[config.mk]
export PLATFORM = sky130hd
export DESIGN_NAME = bp_update_arbiter
export DESIGN_NICKNAME = d
export VERILOG_FILES = /design/src/rtl/bp_update_arbiter.sv
export SDC_FILE = /design/constraint.sdc
export NUM_CORES = 1
export LEC_CHECK = 0
export BUFFER_PORTS_ARGS = -buffer_cell sky130_fd_sc_hd__buf_4
export CORE_ASPECT_RATIO = 0.9
export CORE_MARGIN = 3
export CORE_UTILIZATION = 30
export CTS_CLUSTER_DIAMETER = 120
export CTS_CLUSTER_SIZE = 16
export DETAILED_ROUTE_END_ITERATION = 10
export PLACE_DENSITY_LB_ADDON = 0.15
export SYNTH_ARGS = -nofsm -noshare
export SYNTH_HDL_FRONTEND = slang
export SYNTH_SLANG_ARGS = --single-unit
[constraint.sdc]
create_clock -name clk -period 2.55 [get_ports clk]
set_clock_uncertainty 0.1 [all_clocks]
set_input_delay 0.6375 -clock clk [delete_from_list [all_inputs] [get_ports clk]]
set_output_delay 0.6375 -clock clk [all_outputs]
set_load 0.03 [all_outputs]
[src/rtl/bp_update_arbiter.sv]
// bp_update_arbiter
// Sequences the single shared port of the direction-predictor tables (bimodal,
// global, choice PHTs). Resolved DIRECT_JUMP branches from EX are queued and
// written back when the front end is not reading, or when the queue head has
// been starved or the queue is full. After reset or flush_tables a clear walk
// writes every table index with counters = 2'b01.
//
// Ports:
//   clk, rst                 clock, synchronous active-high reset
//   flush_tables             restart the clear walk and drop queued updates
//   ex_valid / ex_ready      EX update handshake
//   pc_ex, pc_ex_*_hashed    branch PC and hashed table indices
//   kind_ex                  branch kind, only 3'd1 (DIRECT_JUMP) is queued
//   taken_real, choice_real  resolved outcome and correct chooser
//   taken_pdch_ex_b/_g, choice_pdch_ex  counters read at prediction time
//   pdc_req / pdc_grant      front-end prediction read request / grant
//   upd_*                    table write port
//   clearing                 clear walk in progress
module bp_update_arbiter #(
  parameter int unsigned gh_width   = 14,
  parameter int unsigned bh_width   = 14,
  parameter int unsigned ADDR_WIDTH = 30,
  parameter int unsigned FIFO_DEPTH = 4,
  parameter int unsigned STARVE_LIM = 8
) (
  input  logic                  clk,
  input  logic                  rst,
  input  logic                  flush_tables,
  input  logic                  ex_valid,
  output logic                  ex_ready,
  input  logic [ADDR_WIDTH-1:0] pc_ex,
  input  logic [gh_width-1:0]   pc_ex_gh_hashed,
  input  logic [bh_width-1:0]   pc_ex_bh_hashed,
  input  logic [2:0]            kind_ex,
  input  logic                  taken_real,
  input  logic                  choice_real,
  input  logic [1:0]            taken_pdch_ex_b,
  input  logic [1:0]            taken_pdch_ex_g,
  input  logic [1:0]            choice_pdch_ex,
  input  logic                  pdc_req,
  output logic                  pdc_grant,
  output logic                  upd_en,
  output logic                  upd_clear,
  output logic [gh_width-1:0]   upd_gh_idx,
  output logic [bh_width-1:0]   upd_bh_idx,
  output logic                  upd_taken,
  output logic                  upd_choice,
  output logic [1:0]            upd_pdch_b,
  output logic [1:0]            upd_pdch_g,
  output logic [1:0]            upd_pdch_c,
  output logic                  clearing
);

  localparam int unsigned IW = (gh_width > bh_width) ? gh_width : bh_width;
  localparam int unsigned PW = $clog2(FIFO_DEPTH);
  localparam int unsigned CW = PW + 1;
  localparam int unsigned AW = $clog2(STARVE_LIM + 1);

  localparam logic [CW-1:0] FullCount = CW'(FIFO_DEPTH);
  localparam logic [AW-1:0] AgeLim    = AW'(STARVE_LIM);
  localparam logic [IW-1:0] IdxLast   = {IW{1'b1}};

  localparam logic [0:0] ST_CLEAR = 1'b0;
  localparam logic [0:0] ST_RUN   = 1'b1;

  logic [0:0]    r_state;
  logic [IW-1:0] r_idx;
  logic [PW-1:0] r_wr_ptr, r_rd_ptr;
  logic [CW-1:0] r_count;
  logic [AW-1:0] r_age;

  logic [gh_width-1:0] r_gh_mem  [FIFO_DEPTH];
  logic [bh_width-1:0] r_bh_mem  [FIFO_DEPTH];
  logic                r_tk_mem  [FIFO_DEPTH];
  logic                r_ch_mem  [FIFO_DEPTH];
  logic [1:0]          r_pb_mem  [FIFO_DEPTH];
  logic [1:0]          r_pg_mem  [FIFO_DEPTH];
  logic [1:0]          r_pc_mem  [FIFO_DEPTH];

  logic w_run, w_empty, w_ex_ready, w_force, w_upd_win, w_push, w_pop;
  logic w_unused_pc;

  // The PC travels with the update for debug only; the tables are indexed by hashes.
  assign w_unused_pc = ^pc_ex;

  assign w_run      = (r_state == ST_RUN);
  assign w_empty    = (r_count == '0);
  assign w_ex_ready = w_run && (r_count < FullCount);
  assign w_force    = (r_count == FullCount) || (r_age >= AgeLim);
  // A flush cycle never writes a queued entry: the queue is being discarded.
  assign w_upd_win  = !rst && w_run && !flush_tables && !w_empty && (!pdc_req || w_force);
  assign w_pop      = w_upd_win;
  // Non-DIRECT_JUMP kinds still complete the handshake but are not stored.
  assign w_push     = w_run && !flush_tables && ex_valid && w_ex_ready && (kind_ex == 3'd1);

  always_ff @(posedge clk) begin
    if (rst || flush_tables) begin
      r_state  <= ST_CLEAR;
      r_idx    <= '0;
      r_wr_ptr <= '0;
      r_rd_ptr <= '0;
      r_count  <= '0;
      r_age    <= '0;
    end else if (!w_run) begin
      r_idx <= r_idx + 1'b1;
      if (r_idx == IdxLast) r_state <= ST_RUN;
    end else begin
      if (w_push) r_wr_ptr <= r_wr_ptr + 1'b1;
      if (w_pop)  r_rd_ptr <= r_rd_ptr + 1'b1;
      if (w_push && !w_pop)      r_count <= r_count + 1'b1;
      else if (w_pop && !w_push) r_count <= r_count - 1'b1;
      // Age counts cycles the head has been denied; it saturates so force stays set.
      if (!w_empty && !w_upd_win) r_age <= (r_age == AgeLim) ? AgeLim : r_age + 1'b1;
      else                        r_age <= '0;
    end
  end

  // Queue storage needs no reset: only entries below r_count are ever observed.
  always_ff @(posedge clk) begin
    if (!rst && w_push) begin
      r_gh_mem[r_wr_ptr] <= pc_ex_gh_hashed;
      r_bh_mem[r_wr_ptr] <= pc_ex_bh_hashed;
      r_tk_mem[r_wr_ptr] <= taken_real;
      r_ch_mem[r_wr_ptr] <= choice_real;
      r_pb_mem[r_wr_ptr] <= taken_pdch_ex_b;
      r_pg_mem[r_wr_ptr] <= taken_pdch_ex_g;
      r_pc_mem[r_wr_ptr] <= choice_pdch_ex;
    end
  end

  always_comb begin
    upd_en     = 1'b0;
    upd_clear  = 1'b0;
    upd_gh_idx = '0;
    upd_bh_idx = '0;
    upd_taken  = 1'b0;
    upd_choice = 1'b0;
    upd_pdch_b = 2'b00;
    upd_pdch_g = 2'b00;
    upd_pdch_c = 2'b00;
    if (!rst) begin
      if (!w_run) begin
        upd_en     = 1'b1;
        upd_clear  = 1'b1;
        upd_gh_idx = r_idx[gh_width-1:0];
        upd_bh_idx = r_idx[bh_width-1:0];
        upd_pdch_b = 2'b01;
        upd_pdch_g = 2'b01;
        upd_pdch_c = 2'b01;
      end else begin
        upd_en     = w_upd_win;
        upd_gh_idx = r_gh_mem[r_rd_ptr];
        upd_bh_idx = r_bh_mem[r_rd_ptr];
        upd_taken  = r_tk_mem[r_rd_ptr];
        upd_choice = r_ch_mem[r_rd_ptr];
        upd_pdch_b = r_pb_mem[r_rd_ptr];
        upd_pdch_g = r_pg_mem[r_rd_ptr];
        upd_pdch_c = r_pc_mem[r_rd_ptr];
      end
    end
  end

  assign ex_ready  = !rst && w_ex_ready;
  assign pdc_grant = !rst && w_run && pdc_req && !w_upd_win;
  assign clearing  = rst || !w_run;

endmodule

==> reports/results.ini <==
[status]
status=finished with violations
violations=setup timing

[floorplanning]
die_h_um=152
fp.dieW_um=168
dieArea_um2=25500
initial_core_util=0.310
coreArea_um2=22800
io_pins=115
core.rowCount=52

[setup_path]
cp_cell_sequence=buf_12, mux4_2, nand2_2, a21oi_2, buf_6
end_kind=output port
start_kind=flop
slowest_stage=mux4_2
path_buf_inv=2
max_stage_delay_ps=550
worstPathRequired_ps=1810
worstSetupPathType=flop to output port
arrival_ps=1980
crit_family=multiplexers
cp_max_fo=6

[global_route]
grt.total_usage=0.128
grt_max_degree=28
grt_pass1_wl_mm=24.2
grt_pass1_vias=4174
antenna_found_initial=0
overflow=0

[clock_network]
cts_root_buffer=clkbuf_16
clk_latency_ps=420
cts.path.max_buffers=2
clock-sinks=172
numCtsBuffers=17
cts_htree_levels=4
cts_tree=built
path_clk_slew_ps=70

[finish]
drive_gt1_frac=0.445
syn_to_final_growth_pct=30.2
fin_area_um2=9210
stdcell_count=861
num_antenna_cells=0
nets=634

[drt]
detail-route-antenna-nets=0
num_vias=3977
wl_mm=16.1
drtIter0Drc=216
wl_per_cell_um=18.7
first_pass_iters=4
viasPerCell=4.62
drc_errors=0

[place]
port_buffers=84
gp_congestion=0.750
dp.cells=826
placed_area_um2=8270
hpwlAfterDp_mm=10.8

[pwr]
ir_drop_v=0.000400
power_density_nw_per_um2=606
leakagePower_nw=3.06

[sta]
maxSlewHeadroom=0.513
grt_setup_unrepaired=true
holdWs_ps=312
finalSetupViolCount=36
post-route-period-util=1.06
period_minus_slack_ps=2710
finalMaxSlewViolations=0
fmax_mhz=368
hold_viol=0
fin_setup_tns_ps=-3990
worst_pin_slew_ps=731
worst_slack_ps=-164

[logic_synthesis]
synth_area_leaders=edfxtp_1, mux4_2, dfxtp_1
netlist_area_um2=7070
synth_top_cell_area_share=0.611
synth_warnings=0
syn-num-nets=521
yosysTopAreaCell=edfxtp_1
synth_seq_area_share=0.690
synth-seq-cells=172
syn_area_per_cell_um2=16.2
syn_inst=438
synth_cell_types=43

[run]
drv_cap=0

[worst_hold_path]
hold_class=primary input to flop

==> placed cells by master (no fill, tap or decap), types with 3 or more instances in the layout <==
| cell type | netlist | layout |
|---|---|---|
| mux4_2 | 36 | 36 |
| dfxtp_1 | 28 | 25 |
| buf_6 | 3 | 27 |
| mux2i_1 | 6 | 6 |
| nor4_2 | 3 | 3 |
| nand2_1 | 38 | 17 |
| and2_2 | 0 | 4 |
| o21ai_0 | 3 | 3 |
| a21oi_2 | 0 | 23 |
| nor3_1 | 6 | 6 |
| nand2_2 | 0 | 21 |
| clkinv_4 | 0 | 4 |
| clkbuf_16 | 0 | 19 |
| inv_6 | 0 | 3 |
| o31ai_1 | 3 | 3 |
| buf_4 | 1 | 77 |
| inv_1 | 14 | 11 |
| nand2b_1 | 16 | 16 |
| nor2_1 | 24 | 24 |
| nor2b_4 | 0 | 5 |
| ha_1 | 8 | 8 |
| inv_2 | 0 | 3 |
| xnor2_1 | 12 | 12 |
| a21oi_1 | 35 | 12 |
| nand3_1 | 5 | 5 |
| buf_12 | 0 | 9 |
| edfxtp_1 | 144 | 144 |
==> final timing paths <==
kind	slack (ps)	from	cells after the start	to
setup / recovery	-160	flop	5	upd_bh_idx[12]
hold / removal	310	taken_pdch_ex_b[0]	1	r_pb_mem[0][0]$_DFFE_PP_
hold reg to reg	380	r_rd_ptr[1]$_SDFFE_PP0P_	1	flop
setup reg to reg	400	r_count[0]$_SDFFE_PP0P_	8	r_count[2]$_SDFFE_PP0P_
==> cell usage after synthesis, drive strengths merged <==
library cell,instances
nor2b,7
o21ai,4
or3,2
and2,4
o32ai,2
xnor2,12
nor2,25
xor2,2
a21oi,35
edfxtp,144
nand4,1
inv,14
nor3,6
or3b,1
o31ai,3
dfxtp,28
and4b,1
or2,2
nand3,6
nor4,4
nor3b,1
o2111ai,1
fa,1
nand2b,16
buf,12
clkbuf,10
ha,8
mux4,36
nor4bb,1
nand4b,2
nand3b,3
nand2,38
mux2i,6
==> cells by family (layout without fill, tap and decap cells) <==
| logic type | Yosys count | in the layout | share of synthesized area |
|---|---|---|---|
| AOI/OAI and AO/OA | 45 | 45 | 0.0350 |
| adders and majority gates | 9 | 9 | 0.0170 |
| buffers and inverters | 36 | 162 | 0.0242 |
| muxes | 42 | 42 | 0.123 |
| and+or+nand+nor | 120 | 120 | 0.0929 |
| DFF | 172 | 172 | 0.690 |
| xor gates and xnor gates | 14 | 14 | 0.0173 |
==> registers in the layout, summed over array words and instances, names as in the netlist, named ones only <==
name      flops
r_age         4
r_idx        14
r_ch_mem      4
r_count       3
r_state       1
r_gh_mem     56
r_pc_mem      8
r_pg_mem      8
r_wr_ptr      2
r_pb_mem      8
r_tk_mem      4
r_bh_mem     56
r_rd_ptr      2
==> repair_timing <==
action,CTS,global route
buffers inserted,0,0
gates cloned,1,2
pin swaps,2,37
resized for setup,7,85
hold buffers,0,0
setup endpoints to repair,36,36
==> metal layers <==
| layer | track usage | vias up | share of wire |
|---|---|---|---|
| met5 | 0 | - | 0 |
| met2 | 0.208 | 57 | 0.49 |
| met4 | 0.0270 | 0 | 0.0057 |
| met1 | 0.173 | 2029 | 0.47 |
| li1 | - | 1885 | - |
| met3 | 0.0358 | 6 | 0.040 |
==> report_power, final <==
| part | switching, W | internal (W) |
|---|---|---|
| logic | 0.0000763 | 0.0000633 |
| clock network | 0.00111 | 0.00130 |
| registers | 0.00000257 | 0.00304 |
==> worst reg2reg max path, stage by stage (launching register included) <==
cell and delay (ps):
dfxtp_1 370, nor2_1 150, o21ai_2 100, or3b_1 400, ha_1 320, nor2b_1 290
nand2_1 110, xor2_1 150, nor2_1 50
==> cell type report <==
class	count	area, um^2
clock inverter	13	108
clock buffer	19	443
tap	297	372
fill	2100	13600
multi-input combinational	230	2200
sequential	172	4890
inverter	14	52.6
timing repair buffer	116	1140
==> through the flow <==
stage	power, W	worst slack, ps	util
finish	0.00558	-164	0.403
global route	0.00578	-221	0.403
CTS	0.00564	-205	0.388
detailed placement	0.00324	-16.8	0.362
global placement	0.00323	-55.6	0.362
floorplan	0.00314	103	-
No activity file was read; power rests on OpenSTA's default activity.
